**src/rtl/if_fetch_queue_pkg.sv**
```systemverilog
// Shared fetch-queue types and CPU constants used by the IF stage and its queue.
package if_fetch_queue_pkg;

  localparam logic [31:0] RESET_PC = 32'hBFC0_0000;

  typedef enum logic [4:0] {
    EXCEPT_ADEL = 5'd4
  } except_code_e;

  typedef struct packed {
    logic [31:0] pc;
    logic [31:0] instr;
    logic        adel;
  } FetchEntry;

  typedef struct packed {
    logic [31:0] pc;
    logic        start_slot;
  } FetchTag;

  typedef enum logic [0:0] {
    StRun,
    StHalt
  } fq_state_e;

endpackage

```
**src/rtl/if_fq_fifo.sv**
```systemverilog
// Synchronous FetchEntry FIFO: up to WR_WIDTH writes and one read per cycle, wrap-bit pointers.
module if_fq_fifo
  import if_fetch_queue_pkg::*;
#(
  parameter int unsigned DEPTH    = 8,
  parameter int unsigned WR_WIDTH = 2,
  localparam int unsigned PtrW    = $clog2(DEPTH) + 1,
  localparam int unsigned CntW    = $clog2(WR_WIDTH + 1)
) (
  input  logic                     clk,
  input  logic                     rst,
  input  logic                     flush,
  input  logic [CntW-1:0]          wr_cnt,
  input  FetchEntry [WR_WIDTH-1:0] wr_data,
  input  logic                     rd_en,
  output logic                     rd_valid,
  output FetchEntry                rd_data,
  output logic                     full,
  output logic [PtrW-1:0]          free_entries
);

  localparam int unsigned IdxW = PtrW - 1;

  logic [PtrW-1:0] wptr_q, rptr_q;
  FetchEntry       mem_q [DEPTH];

  assign rd_valid     = wptr_q != rptr_q;
  assign full         = (wptr_q[IdxW] != rptr_q[IdxW]) && (wptr_q[IdxW-1:0] == rptr_q[IdxW-1:0]);
  assign free_entries = PtrW'(DEPTH) - (wptr_q - rptr_q);
  assign rd_data      = mem_q[rptr_q[IdxW-1:0]];

  always_ff @(posedge clk) begin
    if (rst || flush) begin
      wptr_q <= '0;
      rptr_q <= '0;
    end else begin
      wptr_q <= wptr_q + PtrW'(wr_cnt);
      if (rd_en && rd_valid) begin
        rptr_q <= rptr_q + PtrW'(1);
      end
    end
  end

  // Storage needs no reset; occupancy is tracked by the pointers alone.
  always_ff @(posedge clk) begin
    if (!rst && !flush) begin
      for (int i = 0; i < int'(WR_WIDTH); i++) begin
        if (i < int'(wr_cnt)) begin
          mem_q[wptr_q[IdxW-1:0] + IdxW'(i)] <= wr_data[i];
        end
      end
    end
  end

endmodule

```
**src/rtl/if_fetch_queue.sv**
```systemverilog
// Decoupled IF stage: fetch engine with pipelined I-bus requests feeding an instruction queue.
// Define IF_FQ_PERF_CNT_EN to add the saturating perf_* counter outputs.
module if_fetch_queue
  import if_fetch_queue_pkg::*;
#(
  parameter int unsigned FETCH_WIDTH     = 2,
  parameter int unsigned FQ_DEPTH        = 8,
  parameter int unsigned MAX_OUTSTANDING = 2,
  parameter logic [31:0] RESET_PC        = if_fetch_queue_pkg::RESET_PC
) (
  input  logic                     clk,
  input  logic                     rst,
  input  logic                     redirect_valid,
  input  logic [31:0]              redirect_pc,
  output logic                     ireq_valid,
  output logic [31:0]              ireq_addr,
  input  logic                     ireq_ready,
  input  logic                     iresp_valid,
  input  logic [32*FETCH_WIDTH-1:0] iresp_rdata,
  output logic                     deq_valid,
  input  logic                     deq_ready,
  output logic [31:0]              deq_pc,
  output logic [31:0]              deq_instr,
  output logic                     deq_adel
`ifdef IF_FQ_PERF_CNT_EN
  ,
  output logic [31:0]              perf_fq_full_cycles,
  output logic [31:0]              perf_dropped_beats,
  output logic [31:0]              perf_empty_cycles
`endif
);

  localparam int unsigned BeatBytes = 4 * FETCH_WIDTH;
  localparam int unsigned FreeW     = $clog2(FQ_DEPTH) + 1;
  localparam int unsigned CntW      = $clog2(FETCH_WIDTH + 1);
  localparam int unsigned TagW      = (MAX_OUTSTANDING > 1) ? $clog2(MAX_OUTSTANDING) : 1;
  localparam logic [31:0] AlignMask = ~32'(BeatBytes - 1);

  function automatic logic [TagW-1:0] tag_inc(input logic [TagW-1:0] p);
    return (32'(p) == MAX_OUTSTANDING - 1) ? '0 : p + 1'b1;
  endfunction

  fq_state_e   state_q, state_d;
  logic [31:0] fetch_pc_q, fetch_pc_d;
  logic [1:0]  outstanding_q, outstanding_d, drop_cnt_q, drop_cnt_d;
  FetchTag     tag_q [MAX_OUTSTANDING];
  logic [TagW-1:0] tag_wr_q, tag_rd_q;

  logic        misaligned, space_ok, req_fire, resp_drop, resp_live, deq_fire;
  logic        head_valid, fifo_full;
  logic [FreeW-1:0] free_entries;
  logic [CntW-1:0]  wr_cnt;
  FetchEntry [FETCH_WIDTH-1:0] wr_data;
  FetchEntry   head;
  FetchTag     resp_tag;
  logic [31:0] resp_base;

  assign misaligned = fetch_pc_q[1:0] != 2'b00;
  // Reserve room for every beat in flight so responses never need back-pressure.
  assign space_ok   = 32'(free_entries) >= FETCH_WIDTH * (32'(outstanding_q) + 32'd1);
  assign ireq_valid = !rst && (state_q == StRun) && !redirect_valid && !misaligned &&
                      (32'(outstanding_q) < MAX_OUTSTANDING) && space_ok;
  assign ireq_addr  = fetch_pc_q & AlignMask;
  assign req_fire   = ireq_valid && ireq_ready;
  assign resp_drop  = iresp_valid && ((drop_cnt_q != 2'd0) || redirect_valid);
  assign resp_live  = iresp_valid && !resp_drop;
  assign resp_tag   = tag_q[tag_rd_q];
  assign resp_base  = resp_tag.pc & AlignMask;

  assign deq_valid = head_valid && !rst;
  assign deq_fire  = deq_valid && deq_ready;
  assign deq_pc    = head.pc;
  assign deq_instr = head.instr;
  assign deq_adel  = head.adel;

  always_comb begin
    state_d       = state_q;
    fetch_pc_d    = fetch_pc_q;
    outstanding_d = outstanding_q + {1'b0, req_fire} - {1'b0, iresp_valid};
    drop_cnt_d    = drop_cnt_q;
    wr_cnt        = '0;
    wr_data       = '0;

    if (resp_live) begin
      wr_cnt = CntW'(FETCH_WIDTH - 32'(resp_tag.start_slot));
      for (int j = 0; j < int'(FETCH_WIDTH); j++) begin
        if (j + int'(resp_tag.start_slot) < int'(FETCH_WIDTH)) begin
          wr_data[j].pc    = resp_base + 32'(4 * (j + int'(resp_tag.start_slot)));
          wr_data[j].instr = iresp_rdata[32 * (j + int'(resp_tag.start_slot)) +: 32];
          wr_data[j].adel  = 1'b0;
        end
      end
    end

    if (resp_drop && !redirect_valid) begin
      drop_cnt_d = drop_cnt_q - 2'd1;
    end

    if (req_fire) begin
      fetch_pc_d = (fetch_pc_q & AlignMask) + 32'(BeatBytes);
    end else if ((state_q == StRun) && misaligned && (outstanding_q == drop_cnt_q) &&
                 (!fifo_full || deq_fire)) begin
      // Only raise AdEL once every live beat ahead of it has landed, so it stays in order.
      wr_cnt        = CntW'(1);
      wr_data[0]    = '{pc: fetch_pc_q, instr: 32'd0, adel: 1'b1};
      state_d       = StHalt;
    end

    if (redirect_valid) begin
      state_d    = StRun;
      fetch_pc_d = redirect_pc;
      wr_cnt     = '0;
      drop_cnt_d = outstanding_q - {1'b0, iresp_valid};
    end
  end

  always_ff @(posedge clk) begin
    if (rst) begin
      state_q       <= StRun;
      fetch_pc_q    <= RESET_PC;
      outstanding_q <= '0;
      drop_cnt_q    <= '0;
      tag_wr_q      <= '0;
      tag_rd_q      <= '0;
    end else begin
      state_q       <= state_d;
      fetch_pc_q    <= fetch_pc_d;
      outstanding_q <= outstanding_d;
      drop_cnt_q    <= drop_cnt_d;
      if (req_fire) begin
        tag_wr_q <= tag_inc(tag_wr_q);
      end
      if (iresp_valid) begin
        tag_rd_q <= tag_inc(tag_rd_q);
      end
    end
  end

  always_ff @(posedge clk) begin
    if (req_fire) begin
      tag_q[tag_wr_q] <= '{pc: fetch_pc_q,
                           start_slot: (FETCH_WIDTH == 2) ? fetch_pc_q[2] : 1'b0};
    end
  end

  if_fq_fifo #(
    .DEPTH    (FQ_DEPTH),
    .WR_WIDTH (FETCH_WIDTH)
  ) u_fifo (
    .clk          (clk),
    .rst          (rst),
    .flush        (redirect_valid),
    .wr_cnt       (wr_cnt),
    .wr_data      (wr_data),
    .rd_en        (deq_fire),
    .rd_valid     (head_valid),
    .rd_data      (head),
    .full         (fifo_full),
    .free_entries (free_entries)
  );

`ifdef IF_FQ_PERF_CNT_EN
  logic [31:0] perf_full_q, perf_drop_q, perf_empty_q;

  always_ff @(posedge clk) begin
    if (rst) begin
      perf_full_q  <= '0;
      perf_drop_q  <= '0;
      perf_empty_q <= '0;
    end else begin
      if (fifo_full && (perf_full_q != '1)) perf_full_q <= perf_full_q + 32'd1;
      if (resp_drop && (perf_drop_q != '1)) perf_drop_q <= perf_drop_q + 32'd1;
      if (!deq_valid && (perf_empty_q != '1)) perf_empty_q <= perf_empty_q + 32'd1;
    end
  end

  assign perf_fq_full_cycles = perf_full_q;
  assign perf_dropped_beats  = perf_drop_q;
  assign perf_empty_cycles   = perf_empty_q;
`endif

endmodule
```
**config.mk**
```make
export PLATFORM = sky130hd
export DESIGN_NAME = if_fetch_queue
export DESIGN_NICKNAME = d
export VERILOG_FILES = /design/src/rtl/if_fetch_queue_pkg.sv /design/src/rtl/if_fq_fifo.sv /design/src/rtl/if_fetch_queue.sv
export SDC_FILE = /design/constraint.sdc
export NUM_CORES = 1
export LEC_CHECK = 0
export ABC_AREA = 1
export CAP_MARGIN = 40
export CELL_PAD_IN_SITES_DETAIL_PLACEMENT = 1
export CELL_PAD_IN_SITES_GLOBAL_PLACEMENT = 1
export CORE_MARGIN = 5
export CORE_UTILIZATION = 44
export DETAILED_ROUTE_END_ITERATION = 6
export PLACE_DENSITY_LB_ADDON = 0.1
export SLEW_MARGIN = 20
export SYNTH_ARGS = -nofsm -noshare
export SYNTH_HDL_FRONTEND = slang
export SYNTH_SLANG_ARGS = --single-unit
```
**constraint.sdc**
```tcl
create_clock -name clk -period 6.25 [get_ports clk]
set_input_delay 0.625 -clock clk [delete_from_list [all_inputs] [get_ports clk]]
set_output_delay 0.625 -clock clk [all_outputs]
set_load 0.02 [all_outputs]
```
==> results of run 1 <==
==> registers in the layout, indices dropped and copies added, names as in the netlist, 2 cells and up, named ones only <==
name           count
tag_q             60
drop_cnt_q         2
fetch_pc_q        32
u_fifo.wptr_q      4
outstanding_q      2
u_fifo.mem_q     520
u_fifo.rptr_q      4
==> layer usage <==
metal / routed length, um / GRT usage (%) / up-vias
li1: - / - / 13800
met1: 55100 / 42.8 / 15400
met2: 61200 / 51.0 / 1310
met3: 10100 / 3.92 / 201
met4: 3180 / 8.41 / 0
met5: 0 / 0 / -
==> cells by family after synthesis <==
family / Yosys count / synth area share (%)
and+or+nand+nor: 1997 / 24.1
AOI/OAI and AO/OA: 874 / 13.7
DFF: 631 / 54.4
buffers and inverters: 501 / 6.35
xor gates and xnor gates: 27 / 0.729
adders and majority gates: 19 / 0.755
other: 1 / 0.0112
muxes: 1 / 0.0299
==> area by class of cell <==
class | instances | area [um^2] | share of cell area, %
Clock buffer | 98 | 2000 | 5.21
Clock inverter | 33 | 343 | 0.891
Inverter | 156 | 598 | 1.55
Multi-Input combinational cell | 2921 | 13300 | 34.6
Sequential cell | 631 | 18200 | 47.3
Tap cell | 978 | 1220 | 3.18
Timing Repair Buffer | 282 | 2800 | 7.28
==> final timing paths <==
path,from,cells after the start,slack [ns],to
setup reg to reg,u_fifo.wptr_q[2],14,1.55,u_fifo.mem_q[2][47]
hold / removal,u_fifo.mem_q[7][34],2,0.47,u_fifo.mem_q[7][34]
setup / recovery,u_fifo.wptr_q[2],14,1.55,u_fifo.mem_q[2][47]
hold reg to reg,u_fifo.mem_q[7][34],2,0.47,u_fifo.mem_q[7][34]
==> layout by cell type (no fill, tap or decap), types with 3 or more instances in the layout <==
master           netlist  routed
a21oi_1               38      38
a31oi_1               72      72
buf_12                 0       6
buf_16                 0       5
buf_4                 37      72
bufinv_16              0       7
clkbuf_1             217      20
clkbuf_16              0      76
clkdlybuf4s50_1        0     197
clkinv_1               2      12
clkinv_2               0      14
conb_1                 1       3
dfxtp_1               75      72
edfxtp_1             556     556
ha_1                  17      17
inv_1                148     146
inv_2                  6       4
inv_4                  0       3
nand2_1             1001     990
nand2_2                2       5
nand2_4                1       9
nand3_1              334     334
nand4_1               41      41
nor2_1               602     588
nor2_2                 7      12
nor2_4                 0       9
nor3_1                 5       5
o21ai_0              670     670
o21ai_1               23      23
o22ai_1               65      65
xnor2_1                8       8
xor2_1                18      18
==> report_power, final <==
part / leakage [uW] / total (uW) / internal, uW / switching [uW]
registers: 0.00591 / 4650 / 4590 / 60.1
logic: 0.00749 / 876 / 241 / 636
clock network: 0.00116 / 4330 / 2540 / 1790
==> per-stage QoR <==
stage,instances,instance area (um^2),hold slack (ns),util (%)
finish,5099,38500,0.466,50.8
global route,5099,38500,0.485,50.8
CTS,5098,38500,0.468,50.8
detailed placement,4967,36100,0.458,47.7
global placement,4955,35900,0.452,47.4
floorplan,4053,33500,0.440,-
==> worst register-to-register path, cell delays in order (launching register included) <==
cell and delay (ns):
dfxtp_1 0.46, inv_1 0.16, ha_1 0.35, inv_1 0.07
nor2_1 0.08, o211ai_2 0.09, buf_4 0.39, nand2_4 0.29
nand2_2 0.20, nand2_2 0.11, inv_4 0.62, nand2_1 0.11
buf_4 0.34, nand2_4 0.67, buf_4 0.43
==> metrics.txt, run 1 <==
Die Wd=286 um; Hold Path Class=flip-flop to flip-flop; Initial Util=44.2%; Setup crit end kind=flip-flop; Fill cells=8914; setup TNS=0 ns; Worst Clk Skew=0.0333 ns; clk_lat worst skew=0.62 ns; CP Launch Type=flip-flop; Core Area=75700 um^2; Worst IR Drop VDD=0.142 mV; synth warn=0; number of global-route vias before repair=31200; antenna fix cells=0; TritonCTS clock tree=done; run status=complete, no violations; Avg Inst Size Synth=just over 8 um^2; Final #Nets=4186; worst slack, placed=1.25 ns; post-CTS setup buffer count=0; CTS root buffer=clkbuf_16; DRT Pass-1 Iters=6; main flop type after synthesis=edfxtp_1; drc violations=0; H-tree lvl count=3; mapped cell area=33500 um^2; Arr. time, crit path=4.99 ns; vias=30700; number of routed nets with antenna violations=0; drt first-iter violations=just over 3000; full die area=81700 um^2; largest net degree at the start of global routing=124; buffers and inverters on the worst path=6; max cap viols=0; Yosys reg bits=about 630; wire length per cell=between 20 and 30 um; crit path max fanout=between 70 and 80; top cell type's share of synthesized area=between 40% and 50%; # IOs=~200; Mapped Cells=4051; GRT Total Usage=30.7%; register clock-pin slew on the reported worst setup and hold paths=0.06 ns; Routability Congestion=0.845; final hold violation count=0; Layout area overhead=15.0%; CP cell instances=inv_1 > ha_1 > inv_1 > nor2_1 > o211ai_2 > buf_4 > nand2_4 > nand2_2 > nand2_2 > inv_4 > nand2_1 > buf_4 > nand2_4 > buf_4; first-pass GRT wire length=194 mm; Routed WL=~130 mm; static leakage=around 0.015 uW; Congestion Overflow GR=0; Num CTS Buffers=73; Least-Margin Pin Slew=0.919 ns; Synth async-reset ratio=0%; Synth area leader=edfxtp_1; clock sink count=631; Setup CP Type=flip-flop to flip-flop; register area share after synthesis=a little over half; final count of negative-setup-slack endpoints=0; fin crit period=4.70 ns; most frequent cell after synthesis=nand2_1; Worst EP required=6.54 ns; period utilization=75.2%; Max Clk Rate=213 MHz; Design Power=between 9000 and 10000 uW; synth cell count leaders=nand2_1 (1001), o21ai_0 (670), nor2_1 (602); Critical Path Slowest Stage Cell=nand2_4; Post-synth EDFFs=~560; delay-heaviest family, CP=buffers and inverters; clock buffer depth=3; Post-CTS Hold Buffers=0; initial antenna violation count=2; Final WS setup=roughly 1.5 ns; P per Cell Area=about 260 nW/um^2; hpwl dp=79.3 mm; Netlist cell types=40; Final Slew Violations=0; Vias/cell=6.02; layout cells sized above 1=about 5.8%; RSZ-0062 raised after global routing=no; Port Buffers=approximately 200; Most common cell on crit path=buf_4; Post-CTS Resized=0; Slew HR=38.7%; die height=286 um; Critical Path Max Stage Delay=0.66 ns; row cnt=101; top cells by area, synth=edfxtp_1 (50%), nand2_1 (11%), o21ai_0 (10%), nor2_1 (6.8%), nand3_1 (5.0%)
(Power assumes the default switching activity.)
==> run 2: changes to the inputs <==
Settings changed: CORE_UTILIZATION 44 to 41.
Clock period 6.25 ns to 4.05 ns, I/O delays scaled along.
==> run 2 against run 1 <==
Critical path depth is 8 lower. Total power is 54% higher. Clock power is 54% higher. Core utilization is 2.7 points lower. Global-route usage is 1.5 points lower. Sequential power is 54% higher. Clock skew is 0.014 ns lower. Final area is 1.2% higher. Wire length is 0.83% higher. Critical path type is now flip-flop to primary output.
==> metrics.txt, run 2 (synthesis gave the netlist of run 1 again) <==
run status=complete, no violations; Least-Margin Pin Slew=0.880 ns; number of stages on the worst hold path=3; wire length per cell=roughly 25 um; crit path max fanout=37; Worst Clk Skew=0.0194 ns; max reg flops=520; H-tree lvl count=3; CP cell instances=buf_4 > o21ai_0 > o22ai_1 > nor2_1 > a31oi_1 > clkdlybuf4s50_1; Setup crit end kind=primary output; Post-CTS Resized=0; Worst EP required=roughly 3.6 ns; hpwl dp=about 80 mm; CTS root buffer=clkbuf_16; Max Clk Rate=approximately 250 MHz; final cell count without fillers=5216; final hold violation count=0; TritonCTS clock tree=done; clock buffer depth=3; Num CTS Buffers=74; GRT Total Usage=around 30%; Congestion Overflow GR=0; Max Used Layer=met5; Core Area=80800 um^2; clk_lat worst skew=0.63 ns; DRT Pass-1 Iters=5; Routability Congestion=around 0.83; Post-Place Cells=a little over 5000; drc violations=0; fin crit period=around 4.0 ns; buffers and inverters on the worst path=2; drt first-iter violations=2745; largest net degree at the start of global routing=115; CP Launch Type=flip-flop; initial antenna violation count=1; Setup CP Type=flip-flop to primary output; Final Slew Violations=0; Post-CTS Hold Buffers=0; placed inst area=36500 um^2; Routed WL=131 mm; metal2 WL=approximately 60 mm; post-CTS setup buffer count=0; final count of negative-setup-slack endpoints=0; number of routed nets with antenna violations=0; register clock-pin slew on the reported worst setup and hold paths=0.06 ns; Crit path depth=6; WL met1=56.3 mm; # IOs=201; Port Buffers=197; max cap viols=0; r2r setup slk=0.58 ns; Storage cell area=18200 um^2; row cnt=104; vias=about 31000; Fill cells=9502; area of the multi-input gates=around 13000 um^2; number of global-route vias before repair=30900; Slew HR=41.4%; Hold Path Class=input port to flip-flop; P per Cell Area=391 nW/um^2; post-route cell area=38900 um^2; static leakage=roughly 0.015 uW; commonest non-fill, non-tap cells in the layout=nand2_1 (989), o21ai_0 (670), nor2_1 (588); full die area=87500 um^2; Vias/cell=5.87; met3 wire len=10.4 mm; cells on worst reg2reg path=16; Die Wd=296 um; delay-heaviest family, CP=buffers and inverters; period utilization=99.2%; clock sink count=631; Layout area overhead=16.3%; first-pass GRT wire length=approximately 190 mm; Arr. time, crit path=3.61 ns; Worst IR Drop VDD=0.318 mV; hold_ws=0.354 ns; most common cell after layout, fill and taps aside=nand2_1; layout cells sized above 1=6.57%; Initial Util=41.4%; Final #Nets=between 4000 and 5000; setup TNS=0 ns; Critical Path Slowest Stage Cell=clkdlybuf4s50_1; RSZ-0062 raised after global routing=no; die height=296 um; Critical Path Max Stage Delay=0.75 ns
[run 2: cell count changes in the layout (fill, tap and decap cells not counted), moves of 3 or more]
cell,delta
buf_4,+26
buf_12,+13
clkinv_2,-6
buf_16,-5
clkbuf_16,+4
bufinv_16,-3
clkbuf_8,+3
[run 2: worst reg2reg max path, delay by kind of cell (launching register included)]
kind                       cells  cell delay (ns)
AOI/OAI and AO/OA              2             0.27
xor gates and xnor gates       2             0.28
adders and majority gates      4             1.21
buffers and inverters          4             0.90
DFF                            1             0.41
and+or+nand+nor                4             0.33
[run 2: final timing paths]
kind | startpoint | endpoint
setup reg to reg | u_fifo.wptr_q[1] | fetch_pc_q[0]
hold / removal | redirect_pc[1] | fetch_pc_q[1]
setup / recovery | flip-flop | deq_pc[28]
hold reg to reg | u_fifo.mem_q[0][0] | u_fifo.mem_q[0][0]
[run 2: per-stage QoR]
| step | total power, uW | util [%] | setup WS (ns) |
|---|---|---|---|
| final | 15200 | 48.2 | 0.0333 |
| after CTS | 15300 | 48.1 | 0.00157 |
| after global placement | 8620 | 45.2 | 0.568 |
| after detailed placement | 8640 | 45.2 | 0.458 |
| after floorplan | 8040 | - | -0.0616 |
| after global routing | 15700 | 48.2 | 0.000581 |
[run 2: area by class of cell]
cell class | instances | share of cell area, %
Timing Repair Buffer | 316 | 7.99
Inverter | 156 | 1.54
Sequential cell | 631 | 46.8
Clock inverter | 25 | 0.559
Multi-Input combinational cell | 2921 | 34.2
Tap cell | 1060 | 3.41
Antenna cell | 2 | 0.0129
Clock buffer | 105 | 5.52
[run 2: report_power, final]
group          total (uW)  switching (uW)  leakage (uW)  internal (uW)
Sequential           7170            88.3       0.00591           7080
Clock                6680            2750       0.00116           3930
Combinational        1360             980       0.00768            378
Total               15200            3820        0.0147          11400
[run 2: routing by layer]
layer | GRT usage [%] | vias up
li1 | - | 13900
met1 | 40.5 | 15300
met2 | 47.9 | 1216
met3 | 5.06 | 218
met4 | 7.55 | 2
met5 | 0 | -
